`config.mk`:
```
export PLATFORM = sky130hd
export DESIGN_NAME = phy_tx_lane_arbiter_flat
export DESIGN_NICKNAME = d
export VERILOG_FILES = /design/src/rtl/phy_tx_lane_arbiter_pkg.sv /design/src/rtl/phy_tx_lane_arbiter_if.sv /design/src/rtl/phy_tx_lane_fifo.sv /design/src/rtl/phy_tx_lane_arbiter.sv /design/src/flat_wrapper.sv
export SDC_FILE = /design/constraint.sdc
export NUM_CORES = 1
export LEC_CHECK = 0
export ABC_AREA = 1
export BUFFER_PORTS_ARGS = -buffer_cell sky130_fd_sc_hd__buf_4
export CAP_MARGIN = 20
export CORE_MARGIN = 2
export CORE_UTILIZATION = 55
export CTS_CLUSTER_SIZE = 12
export DETAILED_ROUTE_END_ITERATION = 7
export MAX_ROUTING_LAYER = met4
export PLACE_DENSITY = 0.77
export SKIP_LAST_GASP = 1
export SYNTH_ARGS = -nofsm -noshare
export SYNTH_HDL_FRONTEND = slang
export SYNTH_SLANG_ARGS = --single-unit
```
`constraint.sdc`:
```
create_clock -name clk_f -period 5.03 [get_ports clk_f]
set_input_delay 0.2515 -clock clk_f [delete_from_list [all_inputs] [get_ports clk_f]]
set_output_delay 0.2515 -clock clk_f [all_outputs]
set_load 0.01 [all_outputs]
```
`src/rtl/phy_tx_lane_arbiter_pkg.sv`:
```
// phy_tx_lane_arbiter_pkg: shared types, defaults and the round-robin pick helper
//   state_t  link states RESET/INIT/IDLE/ACTIVE
//   LANES    number of input lanes, LANE_W lane-id width
//   COM_DEF / IDLE_DEF default framing and filler symbols
package phy_tx_lane_arbiter_pkg;
   typedef enum logic [1:0] {ST_RESET, ST_INIT, ST_IDLE, ST_ACTIVE} state_t;
   localparam int LANES = 4;
   localparam int LANE_W = 2;
   localparam logic [7:0] COM_DEF = 8'hBC;
   localparam logic [7:0] IDLE_DEF = 8'h7C;
   // Scan offsets high to low so the nearest requester at or above ptr wins last.
   function automatic logic [LANE_W-1:0] rr_pick(input logic [LANES-1:0] req, input logic [LANE_W-1:0] ptr);
      logic [LANE_W-1:0] idx;
      rr_pick = ptr;
      for (int i = LANES - 1; i >= 0; i--) begin
         idx = ptr + LANE_W'(i);
         if (req[idx]) rr_pick = idx;
      end
   endfunction
endpackage

```
`src/rtl/phy_tx_lane_arbiter_if.sv`:
```
// phy_tx_lane_arbiter_if: lane inputs, link enable and merged output stream
//   master: drives enable, valid0..3, data_in0..3, out_ready; sees full0..3 and the output stream
//   slave : the arbiter side of the same signals
interface phy_tx_lane_arbiter_if #(parameter int DATA_W = 8);
   logic enable;
   logic valid0, valid1, valid2, valid3;
   logic [DATA_W-1:0] data_in0, data_in1, data_in2, data_in3;
   logic full0, full1, full2, full3;
   logic out_ready;
   logic [DATA_W-1:0] data_out;
   logic valid_out;
   logic [1:0] lane_out;
   logic active;
   logic idle_out;
   logic overflow;
   modport master (output enable, valid0, valid1, valid2, valid3, data_in0, data_in1, data_in2, data_in3, out_ready,
                   input full0, full1, full2, full3, data_out, valid_out, lane_out, active, idle_out, overflow);
   modport slave (input enable, valid0, valid1, valid2, valid3, data_in0, data_in1, data_in2, data_in3, out_ready,
                  output full0, full1, full2, full3, data_out, valid_out, lane_out, active, idle_out, overflow);
endinterface

```
`src/rtl/phy_tx_lane_fifo.sv`:
```
// phy_tx_lane_fifo: per-lane byte FIFO
//   clk_f/reset  clock, async active-high reset (clears contents)
//   push/din     write; ignored when full
//   pop/head     read; head is the oldest entry, pop ignored when empty
//   full/empty   combinational from the entry count
module phy_tx_lane_fifo #(
   parameter int DATA_W = 8,
   parameter int FIFO_DEPTH = 4
) (
   input  logic              clk_f,
   input  logic              reset,
   input  logic              push,
   input  logic              pop,
   input  logic [DATA_W-1:0] din,
   output logic              full,
   output logic              empty,
   output logic [DATA_W-1:0] head
);
   localparam int AW = $clog2(FIFO_DEPTH);
   logic [DATA_W-1:0] mem [FIFO_DEPTH];
   logic [AW-1:0] wr_ptr, rd_ptr;
   logic [AW:0] count;
   logic do_push, do_pop;
   assign full = count == (AW + 1)'(FIFO_DEPTH);
   assign empty = count == '0;
   assign head = mem[rd_ptr];
   assign do_push = push && !full;
   assign do_pop = pop && !empty;
   always_ff @(posedge clk_f or posedge reset) begin
      if (reset) begin
         for (int i = 0; i < FIFO_DEPTH; i++) mem[i] <= '0;
         wr_ptr <= '0;
         rd_ptr <= '0;
         count <= '0;
      end else begin
         if (do_push) mem[wr_ptr] <= din;
         wr_ptr <= wr_ptr + AW'(do_push);
         rd_ptr <= rd_ptr + AW'(do_pop);
         count <= count + (AW + 1)'(do_push) - (AW + 1)'(do_pop);
      end
   end
endmodule

```
`src/rtl/phy_tx_lane_arbiter.sv`:
```
// phy_tx_lane_arbiter: link bring-up FSM and round-robin merge of four lane FIFOs
//   clk_f  clock, rising edge
//   reset  async active-high, clears everything including FIFO contents
//   bus    slave side of phy_tx_lane_arbiter_if (lane inputs, full flags, registered output stream)
module phy_tx_lane_arbiter
   import phy_tx_lane_arbiter_pkg::*;
#(
   parameter int DATA_W = 8,
   parameter int FIFO_DEPTH = 4,
   parameter int INIT_CYCLES = 4,
   parameter logic [DATA_W-1:0] COM_SYM = COM_DEF,
   parameter logic [DATA_W-1:0] IDLE_SYM = IDLE_DEF
) (
   input logic clk_f,
   input logic reset,
   phy_tx_lane_arbiter_if.slave bus
);
   localparam int CW = $clog2(INIT_CYCLES + 1);
   state_t state, state_nx;
   logic [CW-1:0] init_cnt, cnt_nx;
   logic [LANE_W-1:0] rr_ptr, rr_nx, grant;
   logic [LANES-1:0] valid_v, full_v, empty_v, push_v, pop_v;
   logic [DATA_W-1:0] din_v [LANES];
   logic [DATA_W-1:0] head_v [LANES];
   logic [DATA_W-1:0] data_q, data_nx;
   logic [LANE_W-1:0] lane_q, lane_nx;
   logic valid_q, valid_nx, active_q, active_nx, idle_q, idle_nx, ovf_q;
   logic load, accept, any_req, last_com;
   assign valid_v = {bus.valid3, bus.valid2, bus.valid1, bus.valid0};
   assign din_v[0] = bus.data_in0;
   assign din_v[1] = bus.data_in1;
   assign din_v[2] = bus.data_in2;
   assign din_v[3] = bus.data_in3;
   assign {bus.full3, bus.full2, bus.full1, bus.full0} = full_v;
   // full is sampled before this edge's pop, so a full lane rejects even while draining
   assign push_v = valid_v & ~full_v;
   for (genvar i = 0; i < LANES; i++) begin : g_lane
      phy_tx_lane_fifo #(.DATA_W(DATA_W), .FIFO_DEPTH(FIFO_DEPTH)) u_fifo (
         .clk_f(clk_f), .reset(reset), .push(push_v[i]), .pop(pop_v[i]), .din(din_v[i]),
         .full(full_v[i]), .empty(empty_v[i]), .head(head_v[i])
      );
   end
   assign load = !valid_q || bus.out_ready;
   assign accept = valid_q && bus.out_ready;
   assign any_req = |(~empty_v);
   assign last_com = init_cnt == CW'(INIT_CYCLES - 1);
   assign grant = rr_pick(~empty_v, rr_ptr);
   always_ff @(posedge clk_f or posedge reset) begin
      if (reset) state <= ST_RESET;
      else state <= state_nx;
   end
   always_comb begin
      state_nx = state;
      if (!bus.enable) state_nx = ST_RESET;
      else
         case (state)
            ST_RESET: state_nx = ST_INIT;
            ST_INIT: state_nx = accept && last_com ? ST_IDLE : ST_INIT;
            default: state_nx = !load ? state : any_req ? ST_ACTIVE : ST_IDLE;
         endcase
   end
   // IDLE and ACTIVE share one rule: each load slot carries a granted byte if any lane has one, else IDLE_SYM
   always_comb begin
      data_nx = data_q;
      valid_nx = valid_q;
      lane_nx = lane_q;
      active_nx = active_q;
      idle_nx = idle_q;
      cnt_nx = init_cnt;
      rr_nx = rr_ptr;
      pop_v = '0;
      if (!bus.enable) begin
         data_nx = '0;
         valid_nx = 1'b0;
         lane_nx = '0;
         active_nx = 1'b0;
         idle_nx = 1'b0;
         cnt_nx = '0;
      end else
         case (state)
            ST_RESET: begin
               data_nx = COM_SYM;
               valid_nx = 1'b1;
               lane_nx = '0;
               active_nx = 1'b0;
               idle_nx = 1'b0;
               cnt_nx = '0;
            end
            ST_INIT:
               if (accept) begin
                  cnt_nx = last_com ? '0 : init_cnt + 1'b1;
                  data_nx = last_com ? IDLE_SYM : COM_SYM;
                  idle_nx = last_com;
               end
            default:
               if (load) begin
                  pop_v[grant] = any_req;
                  data_nx = any_req ? head_v[grant] : IDLE_SYM;
                  lane_nx = any_req ? grant : '0;
                  active_nx = any_req;
                  idle_nx = !any_req;
                  valid_nx = 1'b1;
                  rr_nx = any_req ? grant + 1'b1 : rr_ptr;
               end
         endcase
   end
   always_ff @(posedge clk_f or posedge reset) begin
      if (reset) begin
         data_q <= '0;
         valid_q <= 1'b0;
         lane_q <= '0;
         active_q <= 1'b0;
         idle_q <= 1'b0;
         ovf_q <= 1'b0;
         init_cnt <= '0;
         rr_ptr <= '0;
      end else begin
         data_q <= data_nx;
         valid_q <= valid_nx;
         lane_q <= lane_nx;
         active_q <= active_nx;
         idle_q <= idle_nx;
         ovf_q <= ovf_q | (|(valid_v & full_v));
         init_cnt <= cnt_nx;
         rr_ptr <= rr_nx;
      end
   end
   assign bus.data_out = data_q;
   assign bus.valid_out = valid_q;
   assign bus.lane_out = lane_q;
   assign bus.active = active_q;
   assign bus.idle_out = idle_q;
   assign bus.overflow = ovf_q;
endmodule

```
`src/flat_wrapper.sv`:
```
// flat-port wrapper written by rule: the top's interface ports become plain ports
module phy_tx_lane_arbiter_flat import phy_tx_lane_arbiter_pkg::*;
#(
   parameter int DATA_W = 8,
   parameter int FIFO_DEPTH = 4,
   parameter int INIT_CYCLES = 4,
   parameter logic [DATA_W-1:0] COM_SYM = COM_DEF,
   parameter logic [DATA_W-1:0] IDLE_SYM = IDLE_DEF
)
  (clk_f, reset, bus_enable, bus_valid0, bus_valid1, bus_valid2, bus_valid3, bus_data_in0, bus_data_in1, bus_data_in2, bus_data_in3, bus_out_ready, bus_full0, bus_full1, bus_full2, bus_full3, bus_data_out, bus_valid_out, bus_lane_out, bus_active, bus_idle_out, bus_overflow);
  phy_tx_lane_arbiter_if #(.DATA_W(DATA_W)) bus_i ();
  input logic clk_f;
  input logic reset;
  input wire logic [$bits(bus_i.enable)-1:0] bus_enable;
  input wire logic [$bits(bus_i.valid0)-1:0] bus_valid0;
  input wire logic [$bits(bus_i.valid1)-1:0] bus_valid1;
  input wire logic [$bits(bus_i.valid2)-1:0] bus_valid2;
  input wire logic [$bits(bus_i.valid3)-1:0] bus_valid3;
  input wire logic [$bits(bus_i.data_in0)-1:0] bus_data_in0;
  input wire logic [$bits(bus_i.data_in1)-1:0] bus_data_in1;
  input wire logic [$bits(bus_i.data_in2)-1:0] bus_data_in2;
  input wire logic [$bits(bus_i.data_in3)-1:0] bus_data_in3;
  input wire logic [$bits(bus_i.out_ready)-1:0] bus_out_ready;
  output wire logic [$bits(bus_i.full0)-1:0] bus_full0;
  output wire logic [$bits(bus_i.full1)-1:0] bus_full1;
  output wire logic [$bits(bus_i.full2)-1:0] bus_full2;
  output wire logic [$bits(bus_i.full3)-1:0] bus_full3;
  output wire logic [$bits(bus_i.data_out)-1:0] bus_data_out;
  output wire logic [$bits(bus_i.valid_out)-1:0] bus_valid_out;
  output wire logic [$bits(bus_i.lane_out)-1:0] bus_lane_out;
  output wire logic [$bits(bus_i.active)-1:0] bus_active;
  output wire logic [$bits(bus_i.idle_out)-1:0] bus_idle_out;
  output wire logic [$bits(bus_i.overflow)-1:0] bus_overflow;
  assign bus_i.enable = bus_enable;
  assign bus_i.valid0 = bus_valid0;
  assign bus_i.valid1 = bus_valid1;
  assign bus_i.valid2 = bus_valid2;
  assign bus_i.valid3 = bus_valid3;
  assign bus_i.data_in0 = bus_data_in0;
  assign bus_i.data_in1 = bus_data_in1;
  assign bus_i.data_in2 = bus_data_in2;
  assign bus_i.data_in3 = bus_data_in3;
  assign bus_i.out_ready = bus_out_ready;
  assign bus_full0 = bus_i.full0;
  assign bus_full1 = bus_i.full1;
  assign bus_full2 = bus_i.full2;
  assign bus_full3 = bus_i.full3;
  assign bus_data_out = bus_i.data_out;
  assign bus_valid_out = bus_i.valid_out;
  assign bus_lane_out = bus_i.lane_out;
  assign bus_active = bus_i.active;
  assign bus_idle_out = bus_i.idle_out;
  assign bus_overflow = bus_i.overflow;
  phy_tx_lane_arbiter #(.DATA_W(DATA_W), .FIFO_DEPTH(FIFO_DEPTH), .INIT_CYCLES(INIT_CYCLES), .COM_SYM(COM_SYM), .IDLE_SYM(IDLE_SYM)) u_core (.clk_f(clk_f), .reset(reset), .bus(bus_i));
endmodule
```
==> results of run 1 <==
critical path: cells and delay by family (launching register included):
kind	cells	cell delay (ps)
flops	1	620
xor+xnor	2	330
simple gates	10	1070
fa+ha+maj	2	580
buf+inv	2	150
layout make-up:
| class | instances | share of cell area [%] |
|---|---|---|
| well taps | 188 | 2.48 |
| flip-flops and latches | 177 | 46.8 |
| clock inverters | 9 | 1.14 |
| inverters | 84 | 3.42 |
| repair buffers | 59 | 4.84 |
| multi-input cells | 685 | 36.4 |
| clock buffers | 21 | 4.97 |
metal layers:
metal / wire [µm] / up-vias
met5: 0 / -
met4: 546 / 0
met3: 793 / 44
met2: 8550 / 159
met1: 8660 / 3238
li1: - / 3308
kinds of logic after synthesis:
family                     Yosys count
AOI/OAI and AO/OA                  238
DFF                                177
adders and majority gates           13
xor gates and xnor gates            21
and+or+nand+nor                    413
buffers and inverters              120
flip-flops by register name (all words and copies together), names as in the netlist:
signal                       cells
u_core.bus.idle_out              1
u_core.g_lane.u_fifo.rd_ptr      8
u_core.g_lane.u_fifo.wr_ptr      8
u_core.bus.active                1
u_core.state                     2
u_core.rr_ptr                    2
u_core.g_lane.u_fifo.mem       128
u_core.bus.valid_out             1
u_core.g_lane.u_fifo.count      12
u_core.bus.lane_out              2
u_core.bus.overflow              1
u_core.init_cnt                  3
u_core.bus.data_out              8
path summary, 6_finish.rpt:
check                                                             from  slack, ps                                           to
min in group asynchronous                                        reset        370                u_core.bus.overflow$_DFF_PP0_
hold reg to reg            u_core.g_lane[0].u_fifo.mem[26]$_DFFE_PP0P_        480  u_core.g_lane[0].u_fifo.mem[26]$_DFFE_PP0P_
hold / removal                                              bus_valid0         40                u_core.bus.overflow$_DFF_PP0_
setup reg to reg                          u_core.rr_ptr[0]$_DFFE_PP0P_       2150   u_core.g_lane[3].u_fifo.count[2]$_DFF_PP0_
max in group asynchronous                                        reset       3550           u_core.bus.data_out[7]$_DFFE_PP0P_
setup / recovery                          u_core.rr_ptr[0]$_DFFE_PP0P_       2150   u_core.g_lane[3].u_fifo.count[2]$_DFF_PP0_
report_power, final:
part	internal (mW)	switching [mW]	total, mW
logic	0.576	1.00	1.58
clock network	0.764	0.537	1.30
registers	2.00	0.362	2.36
placed cells by master, fill, tap and decap left out, drive strengths merged:
cell	count
inv	79
o21a	1
nor2	110
xor2	18
buf	58
dlygate4sd3	1
o31ai	1
a21oi	28
o22ai	11
or2	4
nand4	1
clkinvlp	3
nand2	233
nand3	63
o21ai	183
fa	4
bufinv	2
a32o	4
clkinv	9
clkbuf	21
ha	9
o221ai	1
nor3	2
xnor2	3
a22oi	6
o32ai	1
a221oi	1
dfrtp	177
a21boi	1
==> run_results.csv, run 1 <==
group,metric,value,unit
cells_and_area,fin_nets,1077,
setup_path,crit_slowest_cell,"dfrtp_1",
synth,syn_avg_cell_area,8.51,µm²
grt,grt_use_met2,36.6,%
synth,ys_top_cells_by_area,"dfrtp_1 53%, o21ai_0 11%, nand2_1 10%",
timing,max_freq,347,MHz
route,drc,0,
grt,grt.overflow.total,0,
synth,synth_edf_count,0,
route,wirelength,18.6,mm
setup_path,critPathKind,"flop to flop",
clock_network,postCtsSetupRepairBufs,0,
timing,finalSetupViolations,0,
clock_network,holdBufCountCts,1,
synth,synth_common_cells,"225 x nand2_1, 182 x o21ai_0, 177 x dfrtp_1, 97 x nor2_1, 70 x inv_1",
timing,grt_setup_unrepaired,"false",
timing,setup_tns,0,ps
min_path,holdPathStages,3,
clock_network,cts_resized,0,
timing,clock_skew,8.98,ps
synth,seq_area_frac_synth,53.0,%
synth,yosysWarnings,0,
die,dieArea,16200,µm²
die,die_x,127,µm
setup_path,crit_chain,"inv_4, nand3_1, nand3_1, nand2_1, nand2_1, nand2_2, nand2_2, nand2_2, nand2_4, nor2_4, nand3_4, xor2_1, ha_1, inv_1, fa_1, xor2_1",
timing,worst_pin_slew,808,ps
cells_and_area,fillerInstances,1288,
cells_and_area,regArea,4430,µm²
clock_network,cts_buffers,17,
setup_path,critPathCaptureType,"flop",
route,antenna_left,0,
cells_and_area,layoutNonFillerInstCount,1223,
pwr,p_total,5.24,mW
synth,synth_flop_cell,"dfrtp_1",
route,via_per_inst,5.52,
grt,grt_max_degree,162,
die,start_util,55.6,%
cells_and_area,diodes,0,
route,drt_pre_antenna_iters,5,
setup_path,critPathArrivalTime,3200,ps
flow_run,drv_cap,0,
grt,gr-usage-met1,35.0,%
synth,synth_top_family_by_area,"simple AND/OR/NAND/NOR gates",
grt,grt_usage,25.4,%
synth,synth_compound_area_share,15.1,%
timing,period_needed,2880,ps
synth,synth_area,8360,µm²
synth,synth_xor_area_share,2.29,%
grt,grt-busiest-layer,"met2",
die,rows,45,
placed_design,port_buffers,57,
timing,slew_violations,0,
timing,setup_slack,2150,ps
die,die_h,127,µm
timing,slew_headroom,46.2,%
grt,grt_pass1_vias,6439,
setup_path,path_max_fanout,12,
synth,synth_top_cell_area_share,53.0,%
cells_and_area,utilization,63.0,%
pwr,p_leak,4.64,nW
die,core,15000,µm²
clock_network,cts_max_path_buffers,2,
cells_and_area,area_growth,13.3,%
synth,synthAdderAreaFrac,2.31,%
timing,hold_viol,0,
run_status,status,"finished clean",
clock_network,cts-root-buf,"clkbuf_16",
cells_and_area,postLayoutCellArea,9470,µm²
synth,syn_inst,982,
placed_design,place_area,8880,µm²
clock_network,clkTransAtPathRegs,70,ps
pwr,peakVddDrop,333,µV
grt,grtUsageMet3,6.45,%
setup_path,critPathLaunchType,"flop",
synth,yosysMostFrequentCell,"nand2_1",
clock_network,insertion_delay,440,ps
cells_and_area,multi_input_area,3450,µm²
grt,grt_pass1_wl,31.5,mm
clock_network,cts_max_level,4,
synth,async_flop_share,100,%
setup_path,slowest_delay,620,ps
grt,antenna_found_initial,0,
setup_path,cpMostUsedCell,"nand2_2",
setup_path,reg2reg_depth,16,
timing,whs,43.1,ps
placed_design,gp_congestion,0.924,
placed_design,dpl.hpwl,12.5,mm
synth,synth-simple-area-share,21.5,%
timing,post-route-period-util,57.3,%
route,drtIter0Drc,582,
pwr,power_density,554,nW/µm²
placed_design,place_ws,2160,ps
route,wl_per_cell,15.2,µm
min_path,holdCritPathClass,"input port to flop",
clock_network,cts.sinks,177,
setup_path,required,5350,ps
synth,ys_ff_latch,177,
synth,synthesis.nets,1035,
synth,ys_types,40,
synth,yosysTopAreaCell,"dfrtp_1",
cells_and_area,final_layout_size_suffix_gt1_share,12.5,%
placed_design,dp.cells,1192,
die,boundaryPins,58,
route,vias,6749,
clock_network,cts_tree,"yes",
synth,synthMuxAreaShare,0,%
(Power assumes the default switching activity.)
==> inputs of run 2 (changes only) <==
Settings changed: CORE_UTILIZATION 55 to 60, PLACE_DENSITY 0.77 to 0.79.
Clock period 5.03 ns to 2.7 ns, I/O delays scaled along.
==> run 2 against run 1 <==
Against the previous run: the run now ends with negative hold slack, negative setup slack left; cell count up 2.9%; critical endpoint is now u_core.g_lane[3].u_fifo.count[1]$_DFF_PP0_; global-route usage up 2.8 points; sequential share of layout area down 2.7 points; critical path depth up 1; sequential cell count unchanged; critical path type unchanged; first-iteration DRC count up 23%; power up 100%.
==> run_results.csv, run 2 (synthesis results as in run 1) <==
group,metric,value,unit
clock_network,cts-root-buf,"clkbuf_16",
timing,hold_viol,46,
route,drtIter0Drc,714,
die,rows,43,
setup_path,reg2reg_depth,17,
route,vias,7106,
timing,slew_headroom,32.3,%
setup_path,ff2ff_setup_slack,-20,ps
die,start_util,60.9,%
cells_and_area,largest_register_ffs,128,
clock_network,cts_tree,"yes",
cells_and_area,most-common-layout-cells,"222 x nand2_1, 181 x o21ai_0, 174 x dfrtp_1",
route,drc,0,
grt,grt_pass1_wl,31.6,mm
setup_path,required,3030,ps
route,antenna_left,0,
grt,grt_max_degree,178,
die,core,13700,µm²
pwr,p_total,10.5,mW
setup_path,critPathCaptureType,"flop",
pwr,p_leak,4.93,nW
setup_path,critPathKind,"flop to flop",
placed_design,port_buffers,57,
cells_and_area,area_growth,20.3,%
clock_network,clkTransAtPathRegs,70,ps
clock_network,cts_max_path_buffers,2,
cells_and_area,fillerInstances,1021,
timing,finalSetupViolations,1,
route,wl_per_cell,16.0,µm
clock_network,cts.sinks,177,
clock_network,cts_max_level,4,
route,wirelength,20.1,mm
run_status,violations,"negative hold slack, negative setup slack",
grt,grt-busiest-layer,"met2",
setup_path,crit_chain,"inv_4, nand3_2, nand3_2, nand2_1, inv_1, nand2_2, nand2_4, nand2_4, nand2_4, nand2_8, nor2_4, nand3_4, xor2_4, ha_2, inv_2, fa_2, inv_2",
grt,grtUsageMet3,6.65,%
cells_and_area,regMostFlops,"u_core.g_lane.u_fifo.mem",
cells_and_area,top_regs,"u_core.g_lane.u_fifo.mem: 128 flops, u_core.g_lane.u_fifo.count: 12 flops",
timing,whs,-108,ps
placed_design,gp_congestion,0.906,
die,boundaryPins,58,
setup_path,critPathLaunchType,"flop",
timing,period_needed,2720,ps
flow_run,drv_cap,0,
run_status,status,"finished, violations left",
setup_path,slowest_delay,520,ps
die,die_h,122,µm
grt,antenna_found_initial,0,
die,die_x,122,µm
setup_path,rr_startpoint,"u_core.rr_ptr[0]$_DFFE_PP0P_",
cells_and_area,utilization,73.3,%
min_path,holdCritPathClass,"input port to async pin",
die,dieArea,14900,µm²
pwr,peakVddDrop,620,µV
setup_path,critPathArrivalTime,3050,ps
pwr,power_density,1050,nW/µm²
setup_path,path_max_fanout,8,
grt,grt_pass1_vias,6558,
timing,setup_slack,-20.9,ps
cells_and_area,layout_commonest_cell,"nand2_1",
setup_path,r2r-end,"u_core.g_lane[3].u_fifo.count[1]$_DFF_PP0_",
timing,grt_setup_unrepaired,"true",
cells_and_area,final_layout_size_suffix_gt1_share,19.2,%
grt,gr-usage-met1,37.1,%
clock_network,cts_buffers,17,
timing,post-route-period-util,101,%
grt,grt_use_met2,42.7,%
route,via_per_inst,5.65,
placed_design,dpl.hpwl,12.5,mm
grt,grt_usage,28.2,%
timing,worst_pin_slew,1020,ps
grt,grt.overflow.total,0,
clock_network,insertion_delay,430,ps
timing,slew_violations,0,
setup_path,cpMostUsedCell,"nand2_4",
route,drt_pre_antenna_iters,5,
timing,clock_skew,7.32,ps
timing,max_freq,368,MHz
cells_and_area,fin_nets,1119,
setup_path,crit_slowest_cell,"fa_2",
cells_and_area,diodes,0,
-- run 2: final cells by class --
cell class / instances / area [µm²] / share of cell area, %
multi-input combinational: 685 / 3630 / 36.1
sequential: 177 / 4430 / 44.1
clock buffer: 18 / 439 / 4.37
timing repair buffer: 101 / 791 / 7.87
clock inverter: 13 / 210 / 2.09
inverter: 84 / 324 / 3.22
tap: 180 / 225 / 2.24
-- run 2: worst max path at each step --
| stage | start | endpoint | depth (start not counted) |
|---|---|---|---|
| after floorplan | u_core.bus.valid_out$_DFFE_PP0P_ | u_core.g_lane[1].u_fifo.count[2]$_DFF_PP0_ | 15 |
| after global placement | u_core.rr_ptr[0]$_DFFE_PP0P_ | u_core.g_lane[3].u_fifo.count[2]$_DFF_PP0_ | 17 |
| after detailed placement | u_core.rr_ptr[0]$_DFFE_PP0P_ | u_core.g_lane[3].u_fifo.count[2]$_DFF_PP0_ | 16 |
| after CTS | u_core.g_lane[2].u_fifo.count[0]$_DFF_PP0_ | u_core.g_lane[1].u_fifo.count[2]$_DFF_PP0_ | 17 |
| after global routing | u_core.g_lane[3].u_fifo.count[1]$_DFF_PP0_ | u_core.g_lane[2].u_fifo.count[2]$_DFF_PP0_ | 15 |
| final | u_core.rr_ptr[0]$_DFFE_PP0P_ | u_core.g_lane[3].u_fifo.count[1]$_DFF_PP0_ | 17 |
-- run 2: stage by stage --
step	setup slack (ps)	cell area (µm²)	setup TNS [ps]	cells
2_1_floorplan	228	8360	0	982
3_3_place_gp	81.8	9030	0	1205
3_5_place_dp	-166	9030	-327	1205
4_1_cts	12.4	9780	0	1243
5_1_grt	-121	10100	-487	1258
6_report	-20.9	10100	-20.9	1258
-- run 2: what timing repair did --
action	in CTS	in global routing
buffers inserted	4	15
endpoints found under the setup margin	5	8
pin swaps	6	25
resized for setup	10	37
hold buffers	3	0
endpoints found under the hold margin	3	0
-- run 2: per-layer routing --
metal	share of wire [%]	vias up
li1	-	3379
met1	43	3417
met2	47	257
met3	6.3	53
met4	3.6	0
met5	0	-
-- run 2: critical path, delay by kind of cell (launching register included) --
family | cells | cell delay [ps]
DFF | 1 | 500
and+or+nand+nor | 10 | 960
buffers and inverters | 4 | 270
adders and majority gates | 2 | 720
xor gates and xnor gates | 1 | 180
-- run 2: where the power goes --
group / internal, mW / switching (mW)
clock: 1.67 / 1.05
combinational: 1.31 / 2.11
sequential: 3.73 / 0.684
total: 6.71 / 3.84
